### config.mk
export PLATFORM = sky130hd
export DESIGN_NAME = neopixel_chain
export DESIGN_NICKNAME = d
export VERILOG_FILES = /design/src/rtl/neopixel_chain.sv
export SDC_FILE = /design/constraint.sdc
export NUM_CORES = 1
export LEC_CHECK = 0
export CORE_UTILIZATION = 50
export CTS_BUF_LIST = sky130_fd_sc_hd__clkbuf_16
export CTS_CLUSTER_DIAMETER = 30
export DETAILED_ROUTE_END_ITERATION = 8
export PLACE_DENSITY = 0.74
export SKIP_CTS_REPAIR_TIMING = 1
export SYNTH_ARGS = -nofsm -noshare
export SYNTH_HDL_FRONTEND = slang
export SYNTH_SLANG_ARGS = --single-unit
export TNS_END_PERCENT = 10
### constraint.sdc
create_clock -name clock -period 2.1 [get_ports clock]
set_input_delay 0.525 -clock clock [delete_from_list [all_inputs] [get_ports clock]]
set_output_delay 0.525 -clock clock [all_outputs]
set_load 0.03 [all_outputs]
### src/rtl/neopixel_chain.sv
// Single-wire WS2812/SK6812 chain driver: snapshots the colour vector, emits one frame, then a latch gap.
// Optional continuous refresh is enabled by defining NEOPIXEL_AUTO_REFRESH_EN.
module neopixel_chain #(
  parameter int NUM_PIXELS     = 7,
  parameter int BITS_PER_PIXEL = 32,
  parameter int T0H            = 20,
  parameter int T0L            = 43,
  parameter int T1H            = 40,
  parameter int T1L            = 23,
  parameter int T_RESET        = 14000
) (
  input  logic                                 clock,
  input  logic                                 reset_n,
  input  logic [NUM_PIXELS*BITS_PER_PIXEL-1:0] color,
  input  logic                                 start,
`ifdef NEOPIXEL_AUTO_REFRESH_EN
  input  logic                                 auto_refresh,
`endif
  output logic                                 busy,
  output logic                                 done,
  output logic                                 one_wire
);

  localparam int TOTAL = NUM_PIXELS * BITS_PER_PIXEL;
  localparam int HMAX  = (T0H > T1H) ? T0H : T1H;
  localparam int LMAX  = (T0L > T1L) ? T0L : T1L;
  localparam int HLMAX = (HMAX > LMAX) ? HMAX : LMAX;
  localparam int TMAX  = (HLMAX > T_RESET) ? HLMAX : T_RESET;
  localparam int TW    = $clog2(TMAX + 1);
  localparam int CW    = $clog2(TOTAL + 1);

  localparam logic [TW-1:0] T0H_LD = TW'(T0H - 1);
  localparam logic [TW-1:0] T0L_LD = TW'(T0L - 1);
  localparam logic [TW-1:0] T1H_LD = TW'(T1H - 1);
  localparam logic [TW-1:0] T1L_LD = TW'(T1L - 1);
  localparam logic [TW-1:0] TR_LD  = TW'(T_RESET - 1);
  localparam logic [CW-1:0] LAST   = CW'(TOTAL - 1);

  if (NUM_PIXELS < 1 || BITS_PER_PIXEL < 1 || T0H < 1 || T0L < 1 ||
      T1H < 1 || T1L < 1 || T_RESET < 1) begin : g_param_check
    $error("neopixel_chain: all size and timing parameters must be >= 1");
  end

  typedef enum logic [1:0] {IDLE, HIGH, LOW, LATCH} state_t;

  state_t           state, state_nx;
  logic [TOTAL-1:0] sr, sr_sh, ordered;
  logic [CW-1:0]    cnt;
  logic [TW-1:0]    timer, timer_nx;
  logic             capture, shift, finish, refresh;
  logic             one_wire_nx, busy_nx, done_nx;

`ifdef NEOPIXEL_AUTO_REFRESH_EN
  assign refresh = auto_refresh;
`else
  assign refresh = 1'b0;
`endif

  // Reorder so pixel 0 sits at the top: shifting left then yields pixel 0 MSB-first, then pixel 1, ...
  always_comb begin
    ordered = '0;
    for (int unsigned k = 0; k < NUM_PIXELS; k++)
      ordered[(NUM_PIXELS-1-k)*BITS_PER_PIXEL +: BITS_PER_PIXEL] =
        color[k*BITS_PER_PIXEL +: BITS_PER_PIXEL];
  end

  assign sr_sh = sr << 1;

  always_ff @(posedge clock) begin
    if (!reset_n) begin
      state <= IDLE;
      timer <= '0;
      cnt   <= '0;
      sr    <= '0;
    end else begin
      state <= state_nx;
      timer <= timer_nx;
      if (capture) begin
        sr  <= ordered;
        cnt <= '0;
      end else if (shift) begin
        sr  <= sr_sh;
        cnt <= cnt + CW'(1);
      end
    end
  end

  // Timer holds remaining cycles minus one and is reloaded on every phase change.
  always_comb begin
    state_nx = state;
    capture  = 1'b0;
    shift    = 1'b0;
    finish   = 1'b0;
    timer_nx = timer - TW'(1);
    case (state)
      IDLE: begin
        timer_nx = '0;
        if (start) begin
          state_nx = HIGH;
          capture  = 1'b1;
          timer_nx = ordered[TOTAL-1] ? T1H_LD : T0H_LD;
        end
      end
      HIGH: if (timer == '0) begin
        state_nx = LOW;
        timer_nx = sr[TOTAL-1] ? T1L_LD : T0L_LD;
      end
      LOW: if (timer == '0) begin
        if (cnt == LAST) begin
          state_nx = LATCH;
          timer_nx = TR_LD;
        end else begin
          state_nx = HIGH;
          shift    = 1'b1;
          timer_nx = sr_sh[TOTAL-1] ? T1H_LD : T0H_LD;
        end
      end
      LATCH: if (timer == '0) begin
        finish = 1'b1;
        if (refresh) begin
          state_nx = HIGH;
          capture  = 1'b1;
          timer_nx = ordered[TOTAL-1] ? T1H_LD : T0H_LD;
        end else begin
          state_nx = IDLE;
          timer_nx = '0;
        end
      end
      default: state_nx = IDLE;
    endcase
  end

  always_comb begin
    one_wire_nx = (state_nx == HIGH);
    busy_nx     = (state_nx != IDLE);
    done_nx     = finish;
  end

  always_ff @(posedge clock) begin
    if (!reset_n) begin
      one_wire <= 1'b0;
      busy     <= 1'b0;
      done     <= 1'b0;
    end else begin
      one_wire <= one_wire_nx;
      busy     <= busy_nx;
      done     <= done_nx;
    end
  end

endmodule

* Word-level counts from Yosys, hierarchy flattened
Cells that the tools add are included. Widths: inputs -> output; s select.
Cells by class: add/sub/neg operators 2, $mul 0, divide/modulo/power cells 0, order comparisons 0, equality and inequality tests 5, shift operators 0, multiplexer cells 23, bitwise operators 1, reduce and logical (&&, ||, !) cells 6
Operators by type and width (count):
- $mux 224 | 2
- $mux 14 | 4
- $pmux 14 s4 | 1
- $mux 6 | 4
- $logic_not 14->1 | 1
- $sub 14x1->14 const B | 1
- $mux 2 | 5
- $add 8x1->8 const B | 1
- $eq 8x8->1 const B | 1
- $pmux 2 s4 | 1
- $mux 1 | 6
- $eq 2x1->1 const B | 2
- $eq 2x2->1 const B | 2
- $reduce_bool 2->1 | 2
- $logic_not 2->1 | 1
- $reduce_and 2->1 | 1
- $reduce_or 2->1 | 1
- $not 1->1 | 1
Word-level totals: register bits 251, bits in latches 0, RAM bits 0, ROM bits 0, bits of input ports 227, output and inout port bits 3, word-level logic and storage cells 44, memories 0

* Logic depth before layout (Yosys ltp)
Gate-level depths: netlist of the first run.
depth after elaboration 6, depth in mapped cells 9, mapped depth without buffers 6

* Worst setup path before layout of the first run
Ideal clock, no wire load.
kind register -> register, start point register cnt[0], end point register sr[140], library setup time 0.122 ns, arrival 1.824 ns, required time 1.978 ns, setup slack 0.154 ns, cell stages (with the launch flop) 9, buffers on the path 3, period minus slack after synthesis 1.946 ns, path through dfxtp_1 > ha_1 > nand4_1 > or2_2 > buf_2 > buf_2 > buf_2 > a31oi_1 > a21oi_1
Between the ends: word-level cells in the longest chain between the ends 5
RTL lines:
- from (decl) | line 48 | logic [CW-1:0] cnt;
- from (signal assigned) | line 83 | cnt <= cnt + CW'(1);
- $eq 8x8->1 | line 109 | if (cnt == LAST) begin
- $mux 1 | line 109
- $mux 1 | line 108 | LOW: if (timer == '0) begin
- $mux 1 | line 95 | case (state)
- $reduce_bool 2->1 (no source line)
- to (signal assigned) | line 79 | sr <= ordered;
- to (signal assigned) | line 82 | sr <= sr_sh;
- to (decl) | line 47 | logic [TOTAL-1:0] sr, sr_sh, ordered;
No other way between the ends. A chain may end at the register's enable or synchronous reset.

* Worst setup path after layout of the first run
start point register timer[1], end point register cnt[5]
Between the ends: word-level cells in the longest chain between the ends 3
RTL lines:
- from (decl) | line 49 | logic [TW-1:0] timer, timer_nx;
- from (signal assigned) | line 77 | timer <= timer_nx;
- $logic_not 14->1 | line 108, 118
- $mux 1 | line 108
- $mux 1 | line 95
No other way between the ends.

==> flow_summary.yaml, run 1 <==
worst_setup_path:
  critPathTopFamily: "simple AND/OR/NAND/NOR gates"
  slowest_stage: "or4_4"
  worst-path-max-fanout: 7
  cp.required_ns: 2.57
  critPathLaunchType: "flop"
  cp-end-kind: "flop"
  path_class: "flop to flop"
  rr_startpoint: "timer[1]"
  slowest_delay_ns: 0.48
  reg2reg_slack_ns: 0.07
  worstPathArrival_ns: 2.50
  cp-startpoint: "timer[1]"
  worst-path-buf-inv: 2
  path_cells: "inv_2, ha_4, nor3b_4, nand4_1, buf_6, or4_4, a21oi_2"
timing:
  rsz0062_at_grt: "true"
  setup_violations: 0
  fin_crit_sh: 0.9664
  finalSetupTns_ns: 0
  fin_crit_ns: 2.029
  skew_ns: 0.01640
  worst_pin_slew_ns: 0.5652
  max_freq_mhz: 492.7
  slew_headroom: 0.6197
  maxSlewViolCount: 0
  hold_violations: 0
detailed_routing:
  wl_per_cell_um: 17.27
  firstDrtPassIters: 7
  dr.first_iter.drc_count: 1106
  ant_nets: 0
  drt_drc_violations_left: 0
  vias: 12350
  postRouteWirelength_um: 33900
  viasPerCell: 6.290
final_layout:
  fillers: 1678
  fin_nets: 1869
  drive_gt1_frac: 0.1070
  syn_to_final_growth_pct: 40.74
  final_util: 0.7260
synthesis:
  synth_common_cells: "o21ai_0, dfxtp_1, a21oi_1"
  yosysWarnings: 0
  synth_area_sq_mm: 0.01140
  synth_top_area_frac: 0.4409
  yosysMostFrequentCell: "o21ai_0"
  yosysTopAreaCell: "dfxtp_1"
  synth_nets: 1691
  synth_area_leaders: "dfxtp_1, o21ai_0, a31oi_1"
  synth_cell_types: 51
  syn_avg_cell_area_sq_um: 7.796
  async_reset_ff_frac: 0
  seq_area_frac_synth: 0.4409
  ys_ff_latch: 251
  syn_inst: 1462
  synth_edf_count: 0
  yosys_most_used_dff: "dfxtp_1"
die:
  core_sq_mm: 0.02209
  ioPinCount: 230
  chipWidth_um: 153.0
  num_rows: 54
  die_area_sq_mm: 0.02340
  start_util: 0.5159
  die_h_um: 153.0
pwr:
  power_mw: 18.99
  p_leak_nw: 5.606
  powerDensity_mw_per_mm2: 1184
  vdd_ir_drop_max_uv: 597.0
place:
  place_hpwl_um: 19660
  place_congestion: 0.8160
  port_buffers: 229
outcome:
  status: "finished clean"
global_route:
  grt_first_pass_wirelength_um: 54680
  antenna_found_initial: 1
  grt-ovfl-total: 0
  grt_pass1_vias: 11220
  grt_max_degree: 122
  grtUsageTotal: 0.2747
clock_network:
  clock_sink_count: 251
  cts_buffer_depth: 3
  clk_pin_slew_ns: 0.05
  htreeDepth: 2
  clk_latency_ns: 0.54
  cts_root_buf: "clkbuf_16"
  cts_tree: "yes"
  cts-buffers-inserted: 52
worst_hold_path:
  hp-start: "reset_n"
  hold_class: "input pin to flop"
flow_run:
  maxCapViolations: 0
## per-stage QoR
stage	area [sq um]	std cells	hold WS, ns	setup slack [ns]
2_1_floorplan	11400	1462	0.4479	0.1541
3_3_place_gp	14170	1858	0.4558	-0.05735
3_5_place_dp	14170	1858	0.4631	-0.09780
4_1_cts	15930	1954	0.4078	-0.1095
5_1_grt	16040	1963	0.4567	-0.01868
6_report	16040	1963	0.4154	0.07051
## kinds of logic after synthesis
| kind of cell | after synthesis | share of synthesized area |
|---|---|---|
| compound gates | 946 | 0.4481 |
| xor+xnor | 6 | 0.004611 |
| simple gates | 68 | 0.03502 |
| buf+inv | 188 | 0.06828 |
| fa+ha+maj | 2 | 0.002195 |
| flops | 251 | 0.4409 |
| mux | 1 | 0.0008783 |
## per-layer routing
metal / up-vias / GRT usage / share of wire
met5: - / 0 / 0
met4: 0 / 0.1053 / 0.022
met3: 69 / 0.04366 / 0.063
met2: 542 / 0.4362 / 0.48
met1: 5824 / 0.3749 / 0.43
li1: 5913 / - / -
## state kept, by name, summed over array words and instances (netlist names)
signal,cells
cnt,8
one_wire,1
timer,14
busy,1
state,2
sr,224
done,1
## area by class of cell
cell class,count,area (sq um),share of cell area
multi-input combinational,1023,5654,0.3525
antenna,1,2.502,0.0001560
clock buffer,53,1326,0.08268
tap,280,350.3,0.02184
sequential,251,5027,0.3134
timing repair buffer,307,3227,0.2012
clock inverter,43,434.2,0.02707
inverter,5,18.77,0.001170
## worst register-to-register path: stages (launching register included)
cell	delay (ns)
dfxtp_2	0.32
inv_2	0.06
ha_4	0.13
nor3b_4	0.26
nand4_1	0.31
buf_6	0.25
or4_4	0.48
a21oi_2	0.13
## cell usage in the layout, fill, tap and decap left out, types with 4 or more instances in the layout
cell             netlist  final
a21oi_1              234    233
a31oi_1              228    228
buf_12                 0     28
buf_4                  0     49
bufinv_16              0      7
clkbuf_16              0     53
clkdlybuf4s50_1        0    228
clkinv_1               0      8
clkinv_4               0      7
clkinvlp_4             0      8
dfxtp_1              251    249
inv_1                  5      9
inv_6                  0      4
nand2_1                7      7
nand3_1                8      8
nor2_1                16     16
nor3_1                 9      9
o21ai_0              455    454
o31ai_1                5      5
or4_1                  7      5
xnor2_1                4      4
## final timing paths
path,to,cells after the start
setup / recovery,cnt[5],7
hold / removal,timer[5],3
setup reg to reg,cnt[5],7
hold reg to reg,sr[19],2
## where the power goes
part           switching (mW)  internal [mW]  total [mW]
Clock                    2.71           5.45        8.16
Sequential              0.523           5.76        6.28
Combinational            2.41           2.14        4.55
Total                    5.65           13.3        19.0
Note: power is estimated with default switching activity, not from simulation.
==> inputs of run 2 (changes only) <==
CORE_MARGIN = 10   (was not set)
PLACE_DENSITY = 0.75   (was 0.74)
==> run 2 against run 1 <==
Effect of this change: first-iteration DRC count grew 43%; critical path depth shrank 6; clock power grew 3.6%; global-route usage shrank 4.5 points; utilization shrank 1.5 points; maximum frequency shrank 1.8%; worst setup slack lost 0.037 ns; hold slack gained 0.0012 ns; die area grew 25%; final cell count shrank 0.46%; sequential power is essentially flat; critical endpoint is now one_wire.
==> flow_summary.yaml, run 2 (synthesis results as in run 1) <==
timing:
  hold_violations: 0
  worst_pin_slew_ns: 0.5657
  skew_ns: 0.01938
  maxSlewViolCount: 0
  setup_violations: 0
  fin_crit_sh: 0.9842
  finalSetupTns_ns: 0
  fin_crit_ns: 2.067
  max_freq_mhz: 483.8
  slew_headroom: 0.6194
  rsz0062_at_grt: "true"
  finalWorstSetupSlack_ns: 0.03315
pwr:
  p_seq_frac: 0.328
  p_switching_mw: 5.668
  p_leak_nw: 5.578
  intPower_mw: 13.52
  swShare: 0.2953
  powerDensity_mw_per_mm2: 1199
  p_comb_frac: 0.232
  p_clk_frac: 0.440
  vdd_ir_drop_max_uv: 749.3
  power_mw: 19.19
die:
  start_util: 0.5065
  chipWidth_um: 171.0
  ioPinCount: 230
  die_h_um: 171.0
  num_rows: 55
  core_sq_mm: 0.02250
  die_area_sq_mm: 0.02923
worst_hold_path:
  hp-start: "reset_n"
  hold_class: "input pin to flop"
  min_to: "timer[5]"
  whs_path_depth: 3
place:
  place_congestion: 0.8648
  port_buffers: 229
  place_hpwl_um: 21620
  pre_cts_slack_ns: -0.08473
final_layout:
  regMostFlops: "sr"
  largest_reg_flops: 224
  syn_to_final_growth_pct: 40.43
  drive_gt1_frac: 0.09658
  fin_nets: 1852
  mostFrequentLayoutCells: "o21ai_0, dfxtp_1, a21oi_1"
  final_util: 0.7113
  reg_top3: "sr x224, timer x14, cnt x8"
  final_common_cell: "o21ai_0"
global_route:
  grt_max_degree: 144
  antenna_found_initial: 1
  grt_pass1_vias: 11640
  grt-ovfl-total: 0
  grt_first_pass_wirelength_um: 57310
  grtUsageTotal: 0.2297
detailed_routing:
  viasPerCell: 6.259
  postRouteWirelength_um: 36360
  drt_drc_violations_left: 0
  dr.first_iter.drc_count: 1579
  firstDrtPassIters: 6
  ant_nets: 0
  wl_per_cell_um: 18.61
  vias: 12230
clock_network:
  cts-buffers-inserted: 54
  cts_tree: "yes"
  htreeDepth: 2
  clk_pin_slew_ns: 0.05
  cts_root_buf: "clkbuf_16"
  cts_buffer_depth: 3
  clk_latency_ns: 0.55
  clock_sink_count: 251
worst_setup_path:
  reg2reg_depth: 7
  path_cells: "clkdlybuf4s50_1"
  worst-path-max-fanout: 1
  slowest_stage: "clkdlybuf4s50_1"
  rr_startpoint: "timer[1]"
  cp.required_ns: 1.57
  critPathTopFamily: "buffers and inverters"
  slowest_delay_ns: 0.68
  worstPathArrival_ns: 1.54
  critPathLaunchType: "flop"
  worst-path-buf-inv: 1
  reg2reg_slack_ns: 0.08
  r2r_end: "timer[2]"
  cp-end-kind: "primary output"
  path_class: "flop to primary output"
outcome:
  status: "finished clean"
flow_run:
  maxCapViolations: 0
run 2: tightest hold or removal path, delay by kind of cell:
kind	cells	cell delay [ns]
AOI/OAI and AO/OA	1	0.13
buffers and inverters	2	0.26
run 2: worst max path at each step:
stage                     startpoint       end  cells past startpoint
after floorplan               cnt[0]   sr[140]                      8
after global placement         start   sr[168]                      5
after detailed placement       start    sr[18]                      5
after CTS                   timer[1]    cnt[5]                      7
after global routing        timer[0]    cnt[3]                      7
final                       one_wire  one_wire                      1
run 2: through the flow:
stage                     cell area [sq um]  cells  hold WS (ns)
after floorplan                       11400   1462        0.4479
after global placement                14100   1851        0.4557
after detailed placement              14100   1851        0.4624
after CTS                             15940   1951        0.3948
after global routing                  16000   1953        0.4457
final                                 16010   1954        0.4165
run 2: power groups by stage:
stage                     sequential (mW)  clock (mW)  combinational [mW]
after detailed placement             6.33           0                4.31
final                                6.29        8.45                4.45
after global routing                 6.38        8.78                4.95
after CTS                            6.26        8.53                4.38
after global placement               6.29           0                4.22
after floorplan                      6.21           0                2.88
run 2: final cells by class:
| cell class | instances | area [sq um] |
|---|---|---|
| clock inverter | 43 | 419.2 |
| antenna | 2 | 5.005 |
| sequential | 251 | 5025 |
| tap | 285 | 356.6 |
| multi-input combinational | 1023 | 5640 |
| inverter | 5 | 18.77 |
| timing repair buffer | 288 | 3114 |
| clock buffer | 57 | 1426 |
| fill | 1745 | 6497 |
run 2: layer usage:
layer  wire length [um]  global-route usage  up-vias
met5                  0                   0        -
met4                677             0.07713        0
met3               2501             0.04816       58
met2              17200              0.3572      489
met1              15980              0.3098     5820
li1                   -                   -     5864
